[src/rtl/rv32i_pkg.sv]
// rv32i_pkg: shared fetch types, word size and reset constants for the RV32I front end.
package rv32i_pkg;
    localparam int XLEN = 32;
    localparam logic [XLEN-1:0] NOP_INSTR        = 32'h0000_0013;
    localparam logic [XLEN-1:0] RESET_PC_DEFAULT = 32'h0000_0000;

    typedef enum logic [1:0] {IDLE, FETCH, DRAIN, HALT} fetch_state_t;

    function automatic logic [XLEN-1:0] align_pc(input logic [XLEN-1:0] pc);
        return pc & ~XLEN'(3);
    endfunction
endpackage

[src/rtl/fetch_fifo.sv]
// fetch_fifo: circular buffer of {pc, instruction} pairs with flush; push is accepted when full if a pop frees a slot.
module fetch_fifo #(
    parameter int DEPTH = 2,
    parameter int W     = 64
) (
    input  logic                       clk,
    input  logic                       rst_n,
    input  logic                       push,
    input  logic                       pop,
    input  logic                       flush,
    input  logic [W-1:0]               wdata,
    output logic [W-1:0]               rdata,
    output logic                       full,
    output logic                       empty,
    output logic [$clog2(DEPTH+1)-1:0] count
);
    localparam int AW = $clog2(DEPTH);
    localparam int CW = $clog2(DEPTH + 1);

    logic [W-1:0]  mem [DEPTH];
    logic [AW-1:0] wr_ptr, rd_ptr;
    logic          do_push, do_pop;

    function automatic logic [AW-1:0] nxt(input logic [AW-1:0] p);
        return (p == AW'(DEPTH - 1)) ? '0 : p + AW'(1);
    endfunction

    always_comb begin
        empty   = count == '0;
        full    = count == CW'(DEPTH);
        do_pop  = pop && !empty;
        do_push = push && (!full || do_pop);
        rdata   = mem[rd_ptr];
    end

    always_ff @(posedge clk or negedge rst_n) begin
        if (!rst_n) begin
            wr_ptr <= '0;
            rd_ptr <= '0;
            count  <= '0;
        end else if (flush) begin
            wr_ptr <= '0;
            rd_ptr <= '0;
            count  <= '0;
        end else begin
            if (do_push) wr_ptr <= nxt(wr_ptr);
            if (do_pop) rd_ptr <= nxt(rd_ptr);
            count <= count + CW'(do_push) - CW'(do_pop);
        end
    end

    always_ff @(posedge clk) begin
        if (do_push && !flush) mem[wr_ptr] <= wdata;
    end
endmodule

[src/rtl/instruction_fetch.sv]
// instruction_fetch: in-order instruction fetch with a BUF_DEPTH entry buffer, redirect flush and stale-response drain.
// Defining FETCH_MISALIGN_CHECK_EN adds fetch_fault and halts on a misaligned redirect until reset.
module instruction_fetch
    import rv32i_pkg::*;
#(
    parameter logic [XLEN-1:0] RESET_PC  = RESET_PC_DEFAULT,
    parameter int              BUF_DEPTH = 2
) (
    input  logic            clk,
    input  logic            rst_n,
    output logic            imem_req_valid,
    input  logic            imem_req_ready,
    output logic [XLEN-1:0] imem_addr,
    input  logic            imem_rsp_valid,
    input  logic [XLEN-1:0] imem_rsp_data,
    input  logic            redirect_valid,
    input  logic [XLEN-1:0] redirect_pc,
    output logic            inst_valid,
    input  logic            inst_ready,
    output logic [XLEN-1:0] instruction,
    output logic [XLEN-1:0] inst_pc
`ifdef FETCH_MISALIGN_CHECK_EN
    ,
    output logic            fetch_fault
`endif
);
    localparam int CW = $clog2(BUF_DEPTH + 1);

    fetch_state_t    state;
    logic [XLEN-1:0] fetch_pc, rsp_pc, target;
    logic [CW-1:0]   outstanding, drop_cnt, occupancy, out_next;
    logic [2*XLEN-1:0] head;
    logic            buf_empty, buf_full, take, req_fire, rsp_fire, redirect_go, push, pop;

    // A slot freed by this cycle's pop may be reused, so back-to-back fetch sustains one instruction per cycle.
    always_comb begin
        redirect_go    = redirect_valid && state != HALT;
        target         = align_pc(redirect_pc);
        take           = inst_valid && inst_ready;
        imem_req_valid = state == FETCH && (int'(outstanding) + int'(occupancy) - int'(take)) < BUF_DEPTH;
        req_fire       = imem_req_valid && imem_req_ready;
        rsp_fire       = imem_rsp_valid && outstanding != '0;
        out_next       = outstanding + CW'(req_fire) - CW'(rsp_fire);
        pop            = take && !redirect_go;
        push           = rsp_fire && state == FETCH && !redirect_go && (!buf_full || pop);
    end

    assign imem_addr   = fetch_pc;
    assign inst_valid  = !buf_empty;
    assign instruction = inst_valid ? head[XLEN-1:0] : NOP_INSTR;
    assign inst_pc     = inst_valid ? head[2*XLEN-1:XLEN] : '0;

    fetch_fifo #(
        .DEPTH(BUF_DEPTH),
        .W    (2 * XLEN)
    ) u_fifo (
        .clk  (clk),
        .rst_n(rst_n),
        .push (push),
        .pop  (pop),
        .flush(redirect_go),
        .wdata({rsp_pc, imem_rsp_data}),
        .rdata(head),
        .full (buf_full),
        .empty(buf_empty),
        .count(occupancy)
    );

    // rsp_pc tracks the address of the next in-order response, so the buffer never stores request addresses.
    always_ff @(posedge clk or negedge rst_n) begin
        if (!rst_n) begin
            state       <= IDLE;
            fetch_pc    <= align_pc(RESET_PC);
            rsp_pc      <= align_pc(RESET_PC);
            outstanding <= '0;
            drop_cnt    <= '0;
`ifdef FETCH_MISALIGN_CHECK_EN
            fetch_fault <= 1'b0;
`endif
        end else begin
            outstanding <= out_next;
            if (req_fire) fetch_pc <= fetch_pc + XLEN'(4);
            if (push) rsp_pc <= rsp_pc + XLEN'(4);
`ifdef FETCH_MISALIGN_CHECK_EN
            if (redirect_go && redirect_pc[1:0] != 2'b00) begin
                state       <= HALT;
                fetch_fault <= 1'b1;
            end else
`endif
            if (redirect_go) begin
                fetch_pc <= target;
                rsp_pc   <= target;
                drop_cnt <= out_next;
                state    <= out_next != '0 ? DRAIN : FETCH;
            end else begin
                case (state)
                    IDLE: state <= FETCH;
                    DRAIN: begin
                        drop_cnt <= drop_cnt - CW'(rsp_fire);
                        if (drop_cnt == CW'(rsp_fire)) state <= FETCH;
                    end
                    default: ;
                endcase
            end
        end
    end
endmodule

[config.mk]
export PLATFORM = sky130hd
export DESIGN_NAME = instruction_fetch
export DESIGN_NICKNAME = d
export VERILOG_FILES = /design/src/rtl/rv32i_pkg.sv /design/src/rtl/fetch_fifo.sv /design/src/rtl/instruction_fetch.sv
export SDC_FILE = /design/constraint.sdc
export NUM_CORES = 1
export LEC_CHECK = 0
export ABC_AREA = 1
export BUFFER_PORTS_ARGS = -buffer_cell sky130_fd_sc_hd__clkbuf_2
export CORE_UTILIZATION = 30
export DETAILED_ROUTE_END_ITERATION = 12
export PLACE_DENSITY_LB_ADDON = 0.08
export SLEW_MARGIN = 40
export SYNTH_ARGS = -nofsm -noshare
export SYNTH_HDL_FRONTEND = slang
export SYNTH_SLANG_ARGS = --single-unit
[constraint.sdc]
create_clock -name clk -period 4.8 [get_ports clk]
set_clock_uncertainty 0.15 [all_clocks]
set_input_delay 0.96 -clock clk [delete_from_list [all_inputs] [get_ports clk]]
set_output_delay 0.96 -clock clk [all_outputs]
set_load 0.01 [all_outputs]
After elaboration in Yosys (flattened, before gate mapping)
Memory sizes are Yosys's and may differ from the RTL's.
Index checks and enable logic that the tools add are counted.
Word-level totals
  output and inout bits: 98
  RAM bits: 128
  latch bits: 0
  ROM bits: 0
  logic and storage cells: 76
  memories: 1
  bits in registers: 74
Cells by class
  mux-type cells: 21
  add/sub/neg operators: 11
  shift operators: 0
  order comparisons: 1
  equality and inequality tests: 6
  bitwise operators: 0
  reduce and logical (&&, ||, !) cells: 28
  div/mod/pow operators: 0
  $mul: 0
Memories
  u_fifo.mem: depth 2, width 64, rd ports 1, clocked after memory_dff 0, write ports 1, line fetch_fifo.sv:20  | logic [W-1:0] mem [DEPTH];
Operator list (number)
  32-bit two-way mux: 6
  32-bit by 3-bit adder with 32-bit output (second input constant): 2
  2-bit nonzero test: 7
  1-bit logical AND: 12
  2-bit two-way mux: 6
  1-bit two-way mux: 8
  2-bit by 1-bit subtractor with 2-bit output: 3
  2-bit by 1-bit adder with 2-bit output: 2
  2-bit equality test (second input constant): 2
  2-bit logical NOT: 2
  4-bit by 3-bit less-than comparator with 1-bit output (second input constant): 1
  2-bit one-hot mux with 2 select lines: 1
  3-bit by 1-bit subtractor with 4-bit output: 1
  2-bit by 2-bit adder with 3-bit output: 1
  1-bit logical NOT: 3
  3-bit by 2-bit != test with 1-bit output (second input constant): 1
  3-bit nonzero test: 1
  1-bit adder (second input constant): 2
  2-bit by 1-bit equality test with 1-bit output: 1
  2-bit by 1-bit equality test with 1-bit output (second input constant): 1
  1-bit logical OR: 2
  2-bit != test (second input constant): 1
  2-bit AND reduction: 1

Logic depth before layout (Yosys ltp)
Gate-level depths: netlist (run 1).
  depth in word-level cells: 12
  mapped depth: 17

Cells and area by module
Synthesis (run 1) repeated with hierarchy kept, for this count alone.
Unflattened totals
  cells, all modules: 1310
  area, all modules: 10372.4 um^2
By module, submodules not included
  instruction_fetch: times used 1, area each 5445.2 um^2, sequential area each 1651.6 um^2, cells an instance 937
  fetch_fifo: times used 1, area each 4927.2 um^2, sequential area each 3943.8 um^2, cells an instance 373

Least setup slack after synthesis (run 1)
No wires, ideal clock.
  path kind: input port to flip-flop
  start: input inst_ready
  end: memory u_fifo.mem[1][0] (enable)
  data required time: 4168 ps
  setup time: 482 ps
  arrival: 4085 ps
  cell stages on the path: 7
  setup slack: 83 ps
  cell sequence: inv_1 > nor2_4 > nand2_1 > nand3_1 > nand2_1 > buf_2 > nor2_1
Between the ends
  cells in the longest elaborated chain, start to end: 8
  elaborated cells between the ends (all ways): 10
  those cells by class: 2 x mux; 8 x reduce/logical
Ends and longest elaborated chain
  start: declaration: line instruction_fetch.sv:19  | input logic inst_ready,
  1-bit logical AND *: line instruction_fetch.sv:39  | take = inst_valid && inst_ready;
  1-bit logical AND *: line instruction_fetch.sv:44  | pop = take && !redirect_go;
  1-bit logical OR / 1-bit logical AND (equally long branches): line instruction_fetch.sv:45, fetch_fifo.sv:31
  1-bit logical AND / 1-bit logical OR (equally long branches): line instruction_fetch.sv:45, fetch_fifo.sv:32
  1-bit logical AND *: line fetch_fifo.sv:32  | do_push = push && (!full || do_pop);
  1-bit logical AND *: line fetch_fifo.sv:53  | if (do_push && !flush) mem[wr_ptr] <= wdata;
  1-bit two-way mux *: line fetch_fifo.sv:53
  1-bit two-way mux (not written as such) *: line fetch_fifo.sv:53
  end: declaration: line fetch_fifo.sv:20
Every way passes the cells marked *; elsewhere a longest branch is shown, timed or not.

Worst setup path after layout (run 1)
  start: input inst_ready
  end: register state[0]
Between the ends
  cells in the longest elaborated chain, start to end: 10
Ends and longest elaborated chain
  1-bit logical AND: line instruction_fetch.sv:39
  3-bit by 1-bit subtractor with 4-bit output: line instruction_fetch.sv:40  | imem_req_valid = state == FETCH && (int'(outstanding) + int'(occupancy) - int'(take)) < BUF_DEPTH;
  4-bit by 3-bit less-than comparator with 1-bit output: line instruction_fetch.sv:40
  1-bit logical AND: line instruction_fetch.sv:40
  1-bit logical AND: line instruction_fetch.sv:41  | req_fire = imem_req_valid && imem_req_ready;
  2-bit by 1-bit adder with 2-bit output: line instruction_fetch.sv:43  | out_next = outstanding + CW'(req_fire) - CW'(rsp_fire);
  2-bit by 1-bit subtractor with 2-bit output: line instruction_fetch.sv:43
  via out_next[1]: line instruction_fetch.sv:31  | logic [CW-1:0] outstanding, drop_cnt, occupancy, out_next;
  2-bit nonzero test: line instruction_fetch.sv:94  | state <= out_next != '0 ? DRAIN : FETCH;
  2-bit two-way mux: line instruction_fetch.sv:94
  2-bit two-way mux: line instruction_fetch.sv:90  | if (redirect_go) begin
  end signal: assignment: line instruction_fetch.sv:94
  end: declaration: line instruction_fetch.sv:29  | fetch_state_t state;
The timed path passes the listed nets, and every way through them passes these cells.
A chain may end at the register's enable or synchronous reset.

==> results of run 1 <==
## critical path, stage by stage
cell and delay [ns]:
clkbuf_2 0.08, inv_1 0.05, nor2_4 0.13, ha_1 0.23
inv_1 0.07, nand2_1 0.06, fa_1 0.51, a21oi_1 0.07
nor2_1 0.14, nand3_2 0.24, ha_1 0.36, inv_1 0.04
ha_1 0.18, xnor2_1 0.16, xor2_1 0.25, o21ai_0 0.15
o21a_1 0.17
## report_power, final
group          total [µW]  internal [µW]  switching [µW]
sequential           2720           2220             496
clock                1470            713             759
combinational        2740            915            1820
total                6930           3850            3080
## cells in the mapped netlist (all sizes together)
| cell type | number | area share (%) |
|---|---|---|
| o21bai | 8 | 0.61 |
| nand2 | 414 | 16 |
| ha | 10 | 1.3 |
| o211ai | 1 | 0.077 |
| nand3b | 2 | 0.15 |
| nand4 | 3 | 0.19 |
| a31oi | 7 | 0.45 |
| buf | 24 | 1.4 |
| a22oi | 1 | 0.077 |
| nand3 | 77 | 4.0 |
| inv | 107 | 4.1 |
| o21ai | 38 | 1.9 |
| clkbuf | 22 | 0.84 |
| dfrtp | 70 | 18 |
| o22ai | 1 | 0.064 |
| o31ai | 2 | 0.15 |
| o311ai | 1 | 0.089 |
| or2 | 1 | 0.064 |
| conb | 1 | 0.038 |
| nor3 | 4 | 0.20 |
| nor2 | 162 | 6.5 |
| xnor2 | 2 | 0.18 |
| a21oi | 97 | 4.9 |
| xor2 | 5 | 0.45 |
| edfxtp | 124 | 38 |
| fa | 1 | 0.20 |
| o21a | 3 | 0.23 |
## layout make-up
class | instances | area [µm²]
inverter | 107 | 401.6
clock inverter | 15 | 187.7
fill | 3425 | 20180
tap | 435 | 544.3
clock buffer | 17 | 425.4
sequential | 194 | 5477
timing repair buffer | 174 | 928.4
multi-input combinational | 844 | 3741
## cell families after synthesis
| logic type | share of synthesized area (%) |
|---|---|
| and+or+nand+nor | 27.11 |
| DFF | 55.80 |
| AOI/OAI and AO/OA | 8.633 |
| buffers and inverters | 6.312 |
| adders and majority gates | 1.479 |
| xor gates and xnor gates | 0.6249 |
| other | 0.03822 |
## metal layers
metal	vias to the layer above	GRT usage, %	routed length [µm]	share of wire [%]
met5	-	0	0	0
met4	0	4.067	382	1.4
met2	172	26.55	12360	44
met3	14	2.800	1044	3.7
met1	3904	23.99	14110	51
li1	4165	-	-	-
## worst paths after layout
path / startpoint / to / slack (ns) / cells after the start
max: inst_ready / state[0] / 1.13 / 17
min: rst_n / imem_addr[29] / 0.22 / 1
max reg2reg: u_fifo.count[1] / state[0] / 1.27 / 16
min reg2reg: drop_cnt[0] / drop_cnt[0] / 0.38 / 2
max in group asynchronous: rst_n / u_fifo.rd_ptr / 3.38 / 2
min in group clk: drop_cnt[0] / drop_cnt[0] / 0.38 / 2
## metrics by stage
| stage | total power, µW | setup slack, ns |
|---|---|---|
| after floorplan | 4452 | 0.08290 |
| after global routing | 7490 | 0.8682 |
| after detailed placement | 5534 | 0.6644 |
| after global placement | 5505 | 0.6932 |
| after CTS | 7019 | 1.118 |
| final | 6928 | 1.132 |
## registers in the layout (all words and copies together) (netlist names)
register       count
u_fifo.mem       124
imem_addr         30
rsp_pc            30
drop_cnt           2
outstanding        2
state              2
u_fifo.count       2
u_fifo.rd_ptr      1
u_fifo.wr_ptr      1
## cell usage in the layout, fill, tap and decap left out, types with 2 or more instances in the layout
cell / n
a21oi_1: 97
a31oi_1: 7
buf_12: 2
buf_4: 11
clkbuf_16: 17
clkbuf_2: 160
clkinv_8: 6
conb_1: 4
dfrtp_1: 69
edfxtp_1: 124
ha_1: 10
inv_1: 102
inv_12: 2
inv_2: 5
inv_6: 3
nand2_1: 407
nand2_2: 7
nand3_1: 76
nand3b_1: 2
nand4_1: 3
nor2_1: 155
nor2_2: 2
nor2_4: 5
nor3_1: 4
o21a_1: 3
o21ai_0: 29
o21ai_1: 9
o21bai_1: 8
o31ai_1: 2
xnor2_1: 2
xor2_1: 5
==> reports/metrics.csv, run 1 <==
stage,metric,value,unit
status,status,completed,
cts,Inserted Clock Buffers,17,
placed_design,# placed instances,1754,
placed_design,dpl hpwl,19360,µm
setup_path,"Data arrival, critical path",3.85,ns
setup_path,Worst Setup End Kind,flip-flop,
synth,post-synth cell types,34,
synth,Ys Warns,0,
die,row count,65,
die,die area,0.03343,mm²
cts,CTS tree,done,
final_layout,Layout Cells excl Fill,1786,
die,Starting Density,30.78,%
route,Antenna Nets Post-Route,0,
synth,Seq cells post-synth,194,
sta,final max-slew violation count,0,
sta,"Hold Violations, Final",0,
sta,relative slew slack,45.77,%
sta,part of the cycle the worst path needs,76.42,%
global_route,maximum number of pins on one net before global-route repair,63,
sta,final setup fails,0,
setup_path,CP Max Fanout,7,
final_layout,Nets,1419,
cts,post-cts resize count,0,
placed_design,I/O Buffers,161,
final_layout,cell area after layout,0.01171,mm²
final_layout,final design utilization,36.72,%
job,max_cap viols,0,
setup_path,Critical Path RT,4.99,ns
synth,Syn Area/Cell,8.259,µm²
route,routed vias,8255,
sta,Max Clk Rate,0.2726,GHz
power_and_ir_drop,Lkg Pwr,0.005129,µW
power_and_ir_drop,VDD IR-drop max,255.7,µV
synth,register area share after synthesis,55.80,%
route,drt pass-1 iters,4,
route,DR vias/cell,4.622,
cts,CTS Buffer Depth,2,
global_route,number of global-route vias before repair,7853,
synth,Synth Cell Area,0.009812,mm²
sta,minimum hold slack,0.2214,ns
route,Residual DRC,0,
global_route,total gr overflow,0,
cts,H-tree Lvls,4,
global_route,first-pass GRT wire length,43390,µm
cts,Sink Count,194,
die,Die Wd,182.9,µm
route,routed wire length,27900,µm
global_route,initial antenna violation count,0,
route,DRT iter0 DRCs,355,
setup_path,Critical Path Source Type,primary input,
sta,setup TNS,0,ns
cts,worst skew pair latency,0.44,ns
placed_design,dpl cell area,0.01109,mm²
sta,RSZ-0062 raised after global routing,no,
route,Avg WL per Cell,15.62,µm
sta,Worst-Margin Slew,0.8123,ns
final_layout,Layout Area Growth over Synthesis,19.29,%
die,# IOs,168,
hold_path,Hold Path Class,primary input to asynchronous set/reset pin,
cts,setup bufs post-CTS,0,
cts,Clock Tree Root,clkbuf_16,
cts,"Reg clk slew, reported paths",0.09,ns
final_layout,layout cells sized above 1,16.80,%
final_layout,antenna cells,0,
power_and_ir_drop,PD cells,591.9,mW/mm²
die,die height,182.9,µm
global_route,total track usage,16.82,%
synth,Mapped Cells,1188,
die,Core Area,0.03188,mm²
placed_design,GPL Wtd Cong,0.8284,
setup_path,critical path class,primary input to flip-flop,
sta,post-layout min period,3.668,ns
cts,"Hold-fix buffers, CTS",0,
(Power assumes the default switching activity.)
==> run 2, diff against run 1 <==
--- a/config.mk
+++ b/config.mk
@@ -5,7 +5,7 @@
 export SDC_FILE = /design/constraint.sdc
 export NUM_CORES = 1
 export LEC_CHECK = 0
-export ABC_AREA = 1
+export ABC_AREA = 0
 export BUFFER_PORTS_ARGS = -buffer_cell sky130_fd_sc_hd__clkbuf_2
 export CORE_UTILIZATION = 30
 export DETAILED_ROUTE_END_ITERATION = 12
==> constraint.sdc (replaced) <==
create_clock -name clk -period 3.1 [get_ports clk]
set_clock_uncertainty 0.15 [all_clocks]
set_input_delay 0.62 -clock clk [delete_from_list [all_inputs] [get_ports clk]]
set_output_delay 0.62 -clock clk [all_outputs]
set_load 0.01 [all_outputs]
==> reports/metrics.csv, run 2 <==
stage,metric,value,unit,change
status,status,"complete, but fails checks",,was completed
status,failing checks,setup timing,,
sta,final setup fails,2,,was 0
final_layout,cell area after layout,0.01084,mm²,was 0.01171 mm²
hold_path,hold depth,1,,
setup_path,r2r startpoint,u_fifo.count[0],,was u_fifo.count[1]
setup_path,CP Max Fanout,2,,was 7
cts,H-tree Lvls,4,,unchanged
power_and_ir_drop,VDD IR-drop max,363.7,µV,was 255.7 µV
global_route,number of global-route vias before repair,6179,,"was 7,853"
job,max_cap viols,0,,unchanged
global_route,total gr overflow,0,,unchanged
cts,Inserted Clock Buffers,17,,unchanged
synth,Synth Cell Area,0.008682,mm²,was 0.009812 mm²
setup_path,"Data arrival, critical path",2.54,ns,was 3.85 ns
sta,Max Clk Rate,0.3017,GHz,
synth,Mapped Cells,715,,"was 1,188"
synth,Syn Area/Cell,12.14,µm²,was 8.259 µm²
synth,proportion of synthesized area in mux cells,7.494,%,was 0%
final_layout,max FFs per register,124,,unchanged
final_layout,fill count,2798,,"was 3,425"
placed_design,GPL Wtd Cong,0.7846,,was 0.8284
hold_path,Hold Path Class,primary input to flip-flop,,was primary input to asynchronous set/reset pin
global_route,initial antenna violation count,0,,unchanged
sta,final max-slew violation count,0,,unchanged
setup_path,Critical Path RT,2.33,ns,was 4.99 ns
route,routed wire length,21600,µm,"was 27,900 µm"
die,Die Wd,172.1,µm,was 182.9 µm
global_route,total track usage,14.76,%,was 16.82%
power_and_ir_drop,Lkg Pwr,0.004302,µW,was 0.005129 µW
synth,most common cell in the netlist,edfxtp_1,,was nand2_1
die,row count,61,,was 65
hold_path,Worst Hold Launch,imem_rsp_data[12],,
placed_design,dpl hpwl,14700,µm,"was 19,360 µm"
route,Residual DRC,0,,unchanged
synth,register area share after synthesis,63.06,%,was 55.80%
global_route,first-pass GRT wire length,33260,µm,"was 43,390 µm"
route,Avg WL per Cell,16.82,µm,was 15.62 µm
setup_path,Critical Path Source Type,flip-flop,,was primary input
sta,Worst-Margin Slew,0.6704,ns,was 0.8123 ns
cts,Sink Count,194,,unchanged
synth,Compound-Gate Fraction of Synth Area,5.390,%,was 8.633%
placed_design,I/O Buffers,161,,unchanged
route,routed vias,6157,,"was 8,255"
sta,part of the cycle the worst path needs,106.9,%,
sta,Final Worst Setup Slack,-0.2145,ns,was 1.132 ns
synth,simple logic cell fraction of the synthesized area,15.06,%,was 27.11%
setup_path,Worst R2R Path Depth,17,,was 16
route,DR vias/cell,4.795,,was 4.622
sta,post-layout min period,3.314,ns,
synth,dominant cell type by area after synthesis,edfxtp_1,,unchanged
setup_path,Worst Setup End Kind,primary output,,was flip-flop
final_layout,most frequent cells in the layout,"159 x clkbuf_2, 124 x edfxtp_1, 96 x nor2_1, 69 x dfrtp_1, 65 x mux2i_1",,"was 407 x nand2_1, 160 x clkbuf_2, 155 x nor2_1, 124 x edfxtp_1, 102 x inv_1"
final_layout,final design utilization,38.50,%,was 36.72%
synth,Synth area leaders,"edfxtp_1 43%, dfrtp_1 20%, mux2i_1 7.5%",,"was edfxtp_1 38%, dfrtp_1 18%, nand2_1 16%"
setup_path,flop2flop setup slack,-0.08,ns,was 1.27 ns
route,DRT iter0 DRCs,279,,was 355
die,die height,172.1,µm,was 182.9 µm
route,drt pass-1 iters,4,,unchanged
synth,largest family of logic cells by synthesized area,simple AND/OR/NAND/NOR gates,,unchanged
synth,synth cell count leaders,"124 x edfxtp_1, 98 x nor2_1, 70 x dfrtp_1",,"was 407 x nand2_1, 156 x nor2_1, 124 x edfxtp_1"
final_layout,Reg with most FFs,u_fifo.mem,,unchanged
route,Antenna Nets Post-Route,0,,unchanged
synth,Ys Warns,0,,unchanged
final_layout,Layout Area Growth over Synthesis,24.90,%,was 19.29%
die,Core Area,0.02816,mm²,was 0.03188 mm²
die,# IOs,168,,unchanged
synth,main flop type after synthesis,edfxtp_1,,unchanged
cts,CTS Buffer Depth,2,,unchanged
cts,worst skew pair latency,0.42,ns,was 0.44 ns
synth,post-synthesis adder-cell area fraction,1.672,%,was 1.479%
sta,"Hold Violations, Final",0,,unchanged
setup_path,critical path class,flip-flop to primary output,,was primary input to flip-flop
synth,top-area cell type share of the netlist area,42.89,%,was 37.95%
synth,Synth Area in XOR/XNOR,4.309,%,was 0.6248%
final_layout,"commonest non-fill, non-tap cell in the layout",clkbuf_2,,was nand2_1
placed_design,dpl cell area,0.01010,mm²,was 0.01109 mm²
global_route,maximum number of pins on one net before global-route repair,63,,unchanged
die,die area,0.02963,mm²,was 0.03343 mm²
synth,Post-synth EDFFs,124,,unchanged
cts,CTS tree,done,,unchanged
synth,post-synth cell types,47,,was 34
cts,Clock Tree Root,clkbuf_16,,unchanged
synth,ys async rst share,36.08,%,unchanged
die,Starting Density,30.83,%,was 30.78%
cts,"Reg clk slew, reported paths",0.07,ns,was 0.09 ns
final_layout,layout cells sized above 1,28.04,%,was 16.80%
setup_path,CP Launch Point,u_fifo.count[0],,was inst_ready
final_layout,antenna cells,0,,unchanged
power_and_ir_drop,PD cells,940.9,mW/mm²,was 591.9 mW/mm²
final_layout,Nets,974,,"was 1,419"
sta,relative slew slack,55.31,%,was 45.77%
sta,RSZ-0062 raised after global routing,yes,,was no
synth,Seq cells post-synth,194,,unchanged
[run 2: worst paths after layout]
check,end
max in group asynchronous,u_fifo.rd_ptr
setup / recovery,imem_req_valid
hold / removal,u_fifo.mem[0][12]
min in group asynchronous,imem_addr[17]
hold reg to reg,u_fifo.mem[1][47]
setup reg to reg,drop_cnt[1]
[run 2: layout make-up]
type	count	area (µm²)	share of cell area, %
clock buffer	19	432.9	3.992
inverter	17	65.06	0.6000
multi-input combinational	467	3094	28.53
sequential	194	5479	50.52
tap	378	473.0	4.361
timing repair buffer	196	1172	10.81
clock inverter	13	127.6	1.177
[run 2: cells by family (layout without fill, tap and decap cells)]
| kind of cell | after synthesis | count (layout) |
|---|---|---|
| buf+inv | 57 | 245 |
| mux | 65 | 65 |
| simple gates | 263 | 263 |
| flops | 194 | 194 |
| xor+xnor | 41 | 41 |
| other cells | 1 | 4 |
| fa+ha+maj | 11 | 11 |
| compound gates | 83 | 83 |
[run 2: critical path, cell delays in order, from the launching register on]
cell and delay [ns]:
dfrtp_1 0.41, nor2_4 0.12, inv_2 0.05, nand2_2 0.07, inv_2 0.04, ha_4 0.26
nand2b_4 0.11, fa_2 0.43, a32o_2 0.28, buf_8 0.13, nor2b_4 0.12, buf_6 0.11
[run 2: report_power, final]
part / leakage, µW / switching [µW] / internal (µW) / total [µW]
logic: 0.00214 / 2160 / 1840 / 4000
registers: 0.00190 / 721 / 3350 / 4080
clock network: 0.000261 / 1010 / 1130 / 2130
[run 2: what timing repair did]
item                                    in CTS  in global routing
hold buffers                                 0                  1
endpoints found under the hold margin        0                 16
pin swaps                                    8                 25
setup buffers                                4                  5
endpoints found under the setup margin       8                 24
gates resized for setup                      8                 14
[run 2: routing by layer]
layer	vias to the layer above	part of all wire [%]	track usage [%]
met1	3020	50	20.82
met5	-	0	0
met4	0	0.81	4.194
met2	165	44	22.58
met3	7	4.8	3.365
li1	2965	-	-
[run 2: per-stage QoR]
step	hold slack [ns]	setup slack, ns	cells	setup TNS [ns]	power [µW]
2_1_floorplan	0.1744	-0.2298	718	-0.5370	6309
6_report	0.2412	-0.2145	1284	-0.2936	10200
3_5_place_dp	0.3512	-0.2911	1242	-2.066	7815
5_1_grt	0.2068	-0.3377	1284	-1.271	10940
3_3_place_gp	0.3373	-0.2262	1242	-1.510	7716
4_1_cts	0.1133	-0.2949	1278	-0.8581	10130
